File: src/rtl/apb_master_bridge.sv
// rtl/apb_master_bridge.sv - core req/gnt/rvalid port to APB3 initiator, one transfer in flight
// Optional ACCESS timeout abort enabled by defining APB_TIMEOUT_EN.
module apb_master_bridge #(
    parameter int APB_ADDR_WIDTH = 32,
    parameter int APB_DATA_WIDTH = 32,
    parameter int TIMEOUT_CYCLES = 256
) (
    input  logic                      clk,
    input  logic                      rst_n,
    input  logic                      req_i,
    input  logic [APB_ADDR_WIDTH-1:0] addr_i,
    input  logic                      we_i,
    input  logic [APB_DATA_WIDTH-1:0] wdata_i,
    output logic                      gnt_o,
    output logic                      rvalid_o,
    output logic [APB_DATA_WIDTH-1:0] rdata_o,
    output logic                      err_o,
    output logic [APB_ADDR_WIDTH-1:0] paddr,
    output logic [APB_DATA_WIDTH-1:0] pwdata,
    output logic                      pwrite,
    output logic                      psel,
    output logic                      penable,
    input  logic [APB_DATA_WIDTH-1:0] prdata,
    input  logic                      pready,
    input  logic                      pslverr
);

    typedef enum logic [1:0] {
        S_IDLE,
        S_SETUP,
        S_ACCESS
    } state_t;

    state_t                    r_state;
    state_t                    w_next;
    logic                      w_gnt;
    logic                      w_done;
    logic                      w_timeout;
    logic                      r_rvalid;
    logic                      r_err;
    logic [APB_DATA_WIDTH-1:0] r_rdata;
    logic [APB_ADDR_WIDTH-1:0] r_paddr;
    logic [APB_DATA_WIDTH-1:0] r_pwdata;
    logic                      r_pwrite;

    // Gate the grant with rst_n so every output reads 0 while reset is held.
    assign w_gnt  = rst_n && (r_state == S_IDLE) && req_i;
    assign w_done = (r_state == S_ACCESS) && pready;

`ifdef APB_TIMEOUT_EN
    localparam int CNT_W = $clog2(TIMEOUT_CYCLES + 1);
    localparam logic [CNT_W-1:0] CNT_LAST = CNT_W'(TIMEOUT_CYCLES - 1);

    logic [CNT_W-1:0] r_cnt;

    always_ff @(posedge clk or negedge rst_n) begin
        if (!rst_n) begin
            r_cnt <= '0;
        end else if (r_state == S_SETUP) begin
            r_cnt <= '0;
        end else if ((r_state == S_ACCESS) && !pready) begin
            r_cnt <= r_cnt + 1'b1;
        end
    end

    // The cycle whose increment would reach TIMEOUT_CYCLES is the abort cycle.
    assign w_timeout = (r_state == S_ACCESS) && !pready && (r_cnt == CNT_LAST);
`else
    // No abort path; the comparison is constant false for any legal TIMEOUT_CYCLES.
    assign w_timeout = (TIMEOUT_CYCLES < 0);
`endif

    always_ff @(posedge clk or negedge rst_n) begin
        if (!rst_n) begin
            r_state <= S_IDLE;
        end else begin
            r_state <= w_next;
        end
    end

    always_comb begin
        w_next = r_state;
        case (r_state)
            S_IDLE:   if (w_gnt) w_next = S_SETUP;
            S_SETUP:  w_next = S_ACCESS;
            S_ACCESS: if (w_done || w_timeout) w_next = S_IDLE;
            default:  w_next = S_IDLE;
        endcase
    end

    always_ff @(posedge clk or negedge rst_n) begin
        if (!rst_n) begin
            r_paddr  <= '0;
            r_pwdata <= '0;
            r_pwrite <= 1'b0;
        end else if (w_gnt) begin
            r_paddr  <= addr_i;
            r_pwrite <= we_i;
            r_pwdata <= we_i ? wdata_i : '0;
        end
    end

    // Response fields hold between pulses; only rvalid is a single-cycle strobe.
    always_ff @(posedge clk or negedge rst_n) begin
        if (!rst_n) begin
            r_rvalid <= 1'b0;
            r_rdata  <= '0;
            r_err    <= 1'b0;
        end else begin
            r_rvalid <= w_done || w_timeout;
            if (w_done) begin
                r_rdata <= r_pwrite ? '0 : prdata;
                r_err   <= pslverr;
            end else if (w_timeout) begin
                r_rdata <= '0;
                r_err   <= 1'b1;
            end
        end
    end

    assign gnt_o    = w_gnt;
    assign rvalid_o = r_rvalid;
    assign rdata_o  = r_rdata;
    assign err_o    = r_err;
    assign paddr    = r_paddr;
    assign pwdata   = r_pwdata;
    assign pwrite   = r_pwrite;
    assign psel     = (r_state != S_IDLE);
    assign penable  = (r_state == S_ACCESS);

endmodule

File: config.mk
export PLATFORM = sky130hd
export DESIGN_NAME = apb_master_bridge
export DESIGN_NICKNAME = d
export VERILOG_FILES = /design/src/rtl/apb_master_bridge.sv
export SDC_FILE = /design/constraint.sdc
export NUM_CORES = 1
export LEC_CHECK = 0
export ABC_CLOCK_PERIOD_IN_PS = 2800
export CAP_MARGIN = 20
export CORE_ASPECT_RATIO = 1.1
export CORE_MARGIN = 5
export CORE_UTILIZATION = 35
export CTS_CLUSTER_DIAMETER = 30
export DETAILED_ROUTE_END_ITERATION = 10
export GPL_ROUTABILITY_DRIVEN = 1
export PLACE_DENSITY = 0.76
export SLEW_MARGIN = 15
export SYNTH_ARGS = -nofsm -noshare
export SYNTH_HDL_FRONTEND = slang
export SYNTH_SLANG_ARGS = --single-unit
File: constraint.sdc
create_clock -name clk -period 2.8 [get_ports clk]
set_clock_uncertainty 0.05 [all_clocks]
set_input_delay 0.84 -clock clk [delete_from_list [all_inputs] [get_ports clk]]
set_output_delay 0.84 -clock clk [all_outputs]
set_load 0.01 [all_outputs]
# Yosys cells after proc, flatten, opt, wreduce, memory -nomap -nowiden

Index checks and enable logic that the tools add are counted.

Output and inout bits: 102
Bits of input ports: 102
Word-level logic and storage cells: 22
Register bits: 101

Muxes and demuxes: 5
Reductions and logical operators: 6
Equal/unequal tests: 4

Operators with widths:

| kind                 | number |
|---|---|
| $mux W32             | 2 |
| $pmux W2 S3          | 1 |
| $mux W2              | 2 |
| $logic_and A1 B1 Y1  | 3 |
| $eq A2 B1 Y1 const B | 1 |
| $eq A2 B2 Y1 const B | 1 |
| $logic_not A2 Y1     | 1 |
| $ne A2 B1 Y1 const B | 1 |
| $ne A2 B2 Y1 const B | 1 |
| $reduce_and A2 Y1    | 1 |
| $reduce_bool A2 Y1   | 1 |

# Depth between registers and ports, before layout

Depth in word-level cells: 5
Mapped depth: 4
Mapped depth without buffers: 2

# Worst setup path before layout

No wires, ideal clock.

Path kind: input port to output port
Start: in req_i
End: out gnt_o
Stages on the path: 3
Data arrival time: 1382 ps
Path slack: 528 ps
Buffers on the path: 2
Cells stage by stage: and4bb_4 buf_6 buf_6

Longest elaborated chain between the ends: 1

Ends and longest elaborated chain:

| what                | line | RTL |
|---|---|---|
| start: declaration  | 10   | `input logic req_i,` |
| $logic_and A1 B1 Y1 | 47   | `assign w_gnt = rst_n && (r_state == S_IDLE) && req_i;` |
| end: declaration    | 14   | `output logic gnt_o,` |

Every way passes these cells.

# Worst setup path after layout

Ends and elaborated chain as after synthesis.

==> impl_metrics.py <==
metrics = {
    "setup_path": {
        "crit_type": "in2out",
        "cp-end-kind": "output pin",
        "r2r_slack_ns": 0.76,
        "cp_max_fo": 2,
        "worst_setup_path_start_kind": "primary input",
        "crit_arrival_ns": 1.86,
        "worstPathRequired_ns": 1.91,
        "reg2regPathDepth": 4,
    },
    "power": {
        "p_comb_share_pct": 38.1,
        "clkPwrFrac_pct": 22.6,
        "p_sw_share_pct": 28.22,
        "p_total_mw": 5.538,
        "switchingPower_mw": 1.563,
        "p_leak_nw": 2.882,
        "powerDensity_nw_per_um2": 823.8,
        "internal-power_mw": 3.976,
        "seq_power_share_pct": 39.3,
        "irDropWorstVdd_uv": 389.8,
    },
    "sta": {
        "slew_violations": 0,
        "worstMarginPinSlew_ns": 0.6992,
        "hold_viol": 0,
        "period_share_pct": 98.11,
        "setup_viol": 0,
        "fmax_mhz": 364.0,
        "rsz0062_at_grt": "false",
        "slew_headroom_pct": 53.38,
        "fin_crit_ns": 2.747,
    },
    "floorplanning": {
        "io-pin-count": 204,
        "core_area_um2": 11980,
        "die_h_um": 125.8,
        "fp-row-count": 42,
        "floorplan.initialDensity_pct": 35.59,
        "die_x_um": 115.2,
        "die_area_um2": 14490,
    },
    "grt": {
        "grt_max_degree": 56,
        "grt_usage_pct": 15.14,
        "grt_pass1_wl_um": 17260,
        "grt_pass1_vias": 3401,
        "grt_antenna_before_repair": 0,
        "grt_overflow": 0,
    },
    "flow_run": {
        "maxCapViolations": 0,
    },
    "synthesis": {
        "synth_fa_ha_area_share_pct": 0,
        "ys_async_sr_fraction_pct": 100.0,
        "synth-seq-area-share_pct": 59.27,
        "synth_compound_area_share_pct": 0,
        "synth_xor_area_share_pct": 0,
        "ys_ff_latch": 101,
        "yosysTopAreaCell": "dfrtp_1",
        "synth_top_family_by_area": "multiplexers",
        "yosysMostFrequentCell": "dfrtp_1",
        "synthMuxAreaShare_pct": 25.79,
        "synthTopCellsByCount": "101 x dfrtp_1, 56 x mux2_2, 33 x mux2i_1, 33 x nor2b_1",
        "yosys_warnings": 0,
        "synth-simple-area-share_pct": 8.862,
        "yosys.area.top_type_share_pct": 59.27,
        "syn_avg_cell_area_um2": 13.33,
        "synth_cell_types": 16,
        "synth_nets": 422,
        "synth_ff_type": "dfrtp_1",
        "synth_area_um2": 4264,
        "synthTopCellsByArea": "dfrtp_1 59%, mux2_2 15%, mux2i_1 7.7%",
        "synth_edf_count": 0,
        "syn_inst": 320,
    },
    "layout": {
        "multi_input_area_um2": 1478,
        "postLayoutCoreUtil_pct": 56.11,
        "nNetsFinal": 626,
        "n_antenna_cell": 0,
        "areaGrowthSynthToFinish_pct": 57.66,
        "final_cells": 683,
        "drive_above_1_share_pct": 17.01,
        "regArea_um2": 2527,
        "fillCellCount": 1032,
        "design_area_um2": 6723,
    },
    "drt": {
        "drt_wl_total_um": 10920,
        "vias_per_cell": 4.571,
        "dr.pass1.iters": 4,
        "drtAntennaViolNets": 0,
        "route.detailed.drc": 0,
        "vias": 3122,
        "avgRoutedWirePerCell_um": 15.98,
        "drtIter0Drc": 120,
    },
    "worst_hold_path": {
        "hp-class": "reg2reg",
        "holdPathStages": 1,
    },
    "placed_design": {
        "portBuffers": 203,
        "dpl.hpwl_um": 8010,
        "finalWeightedCongestion": 0.7393,
        "dpl.cell_count": 667,
        "placed_area_um2": 6420,
    },
    "clocking": {
        "numCtsBuffers": 9,
        "clk_pin_slew_ns": 0.07,
        "cts_root_buffer": "clkbuf_16",
        "insertion_delay_ns": 0.34,
        "cts_setup_buffers": 0,
        "h-tree-depth": 3,
        "cts.sinks": 101,
        "cts_tree": "yes",
        "clockBufferDepth": 2,
    },
    "status": {
        "status": "finished clean",
    },
}
[sequential cells by signal, indices dropped and copies added, names as in the netlist]
name and count:
rdata_o 32, paddr 32, r_state 2, rvalid_o 1, pwdata 32, pwrite 1
err_o 1
[stage by stage]
step           hold WS [ns]  worst slack, ns  TNS (ns)
2_1_floorplan        0.4387           0.5283         0
3_3_place_gp         0.4178          -0.2453    -1.073
3_5_place_dp         0.4327          -0.2496    -1.316
4_1_cts              0.4486          0.01120         0
5_1_grt              0.4746          0.01071         0
6_report             0.4450          0.05280         0
[metal layers]
| metal | GRT usage (%) | routed length [um] | vias to the layer above |
|---|---|---|---|
| met5 | 0 | 0 | - |
| met4 | 4.558 | 116 | 0 |
| met3 | 6.382 | 1185 | 9 |
| met2 | 25.68 | 5344 | 127 |
| met1 | 17.30 | 4269 | 1539 |
| li1 | - | - | 1447 |
[worst max-delay path: stages]
cell and delay, ns:
clkdlybuf4s50_1 0.48, and4bb_4 0.27, clkdlybuf4s15_1 0.26
[placed cells by master (no fill, tap or decap)]
master	Yosys	layout
bufinv_16	0	1
and4bb_2	1	1
nand2_1	32	32
mux2i_1	33	33
clkbuf_8	0	1
clkdlybuf4s50_1	0	201
buf_4	3	8
nor2b_1	33	33
mux2_2	56	56
and3b_1	1	1
and4bb_4	1	1
inv_1	32	32
clkinvlp_4	0	4
clkbuf_1	7	1
clkbuf_16	0	9
or2_2	1	1
mux2_1	3	3
dfrtp_1	101	101
buf_12	0	1
or2b_1	1	1
mux2_4	7	7
clkdlybuf4s15_1	0	1
[kinds of logic (layout without fill, tap and decap cells)]
kind of cell / Yosys count / in the layout
buffers and inverters: 50 / 259
flip-flops: 101 / 101
multiplexers: 99 / 99
AND/OR/NAND/NOR: 70 / 70
[final cells by class]
cell class | count | share of cell area, %
flip-flops and latches | 101 | 37.60
repair buffers | 211 | 31.27
multi-input cells | 169 | 21.98
clock buffers | 11 | 3.611
well taps | 154 | 2.866
inverters | 32 | 1.787
clock inverters | 5 | 0.8934
[worst paths after layout]
path                                              start                      end
worst min-delay path            rdata_o[19]$_DFFE_PN0P_  rdata_o[19]$_DFFE_PN0P_
worst min register to register  rdata_o[19]$_DFFE_PN0P_  rdata_o[19]$_DFFE_PN0P_
min in group asynchronous                         rst_n    pwdata[0]$_DFFE_PN0P_
worst max-delay path                              req_i                    gnt_o
max in group asynchronous                         rst_n    pwdata[9]$_DFFE_PN0P_
worst max register to register   r_state[1]$_DFFE_PN0P_    paddr[31]$_DFFE_PN0P_
[timing repair]
action,4_1_cts,5_1_grt
hold buffers,0,0
endpoints found under the setup margin,1,1
gates resized for setup,1,1
[power groups by stage]
| stage | Sequential, mW | Combinational, mW | Clock, mW |
|---|---|---|---|
| after floorplan | 2.42 | 0.606 | 0 |
| after global placement | 2.18 | 2.11 | 0 |
| after detailed placement | 2.21 | 2.14 | 0 |
| after CTS | 2.19 | 2.15 | 1.30 |
| after global routing | 2.25 | 2.26 | 1.36 |
| final | 2.18 | 2.11 | 1.25 |
Power figures use the tool's default switching activity.
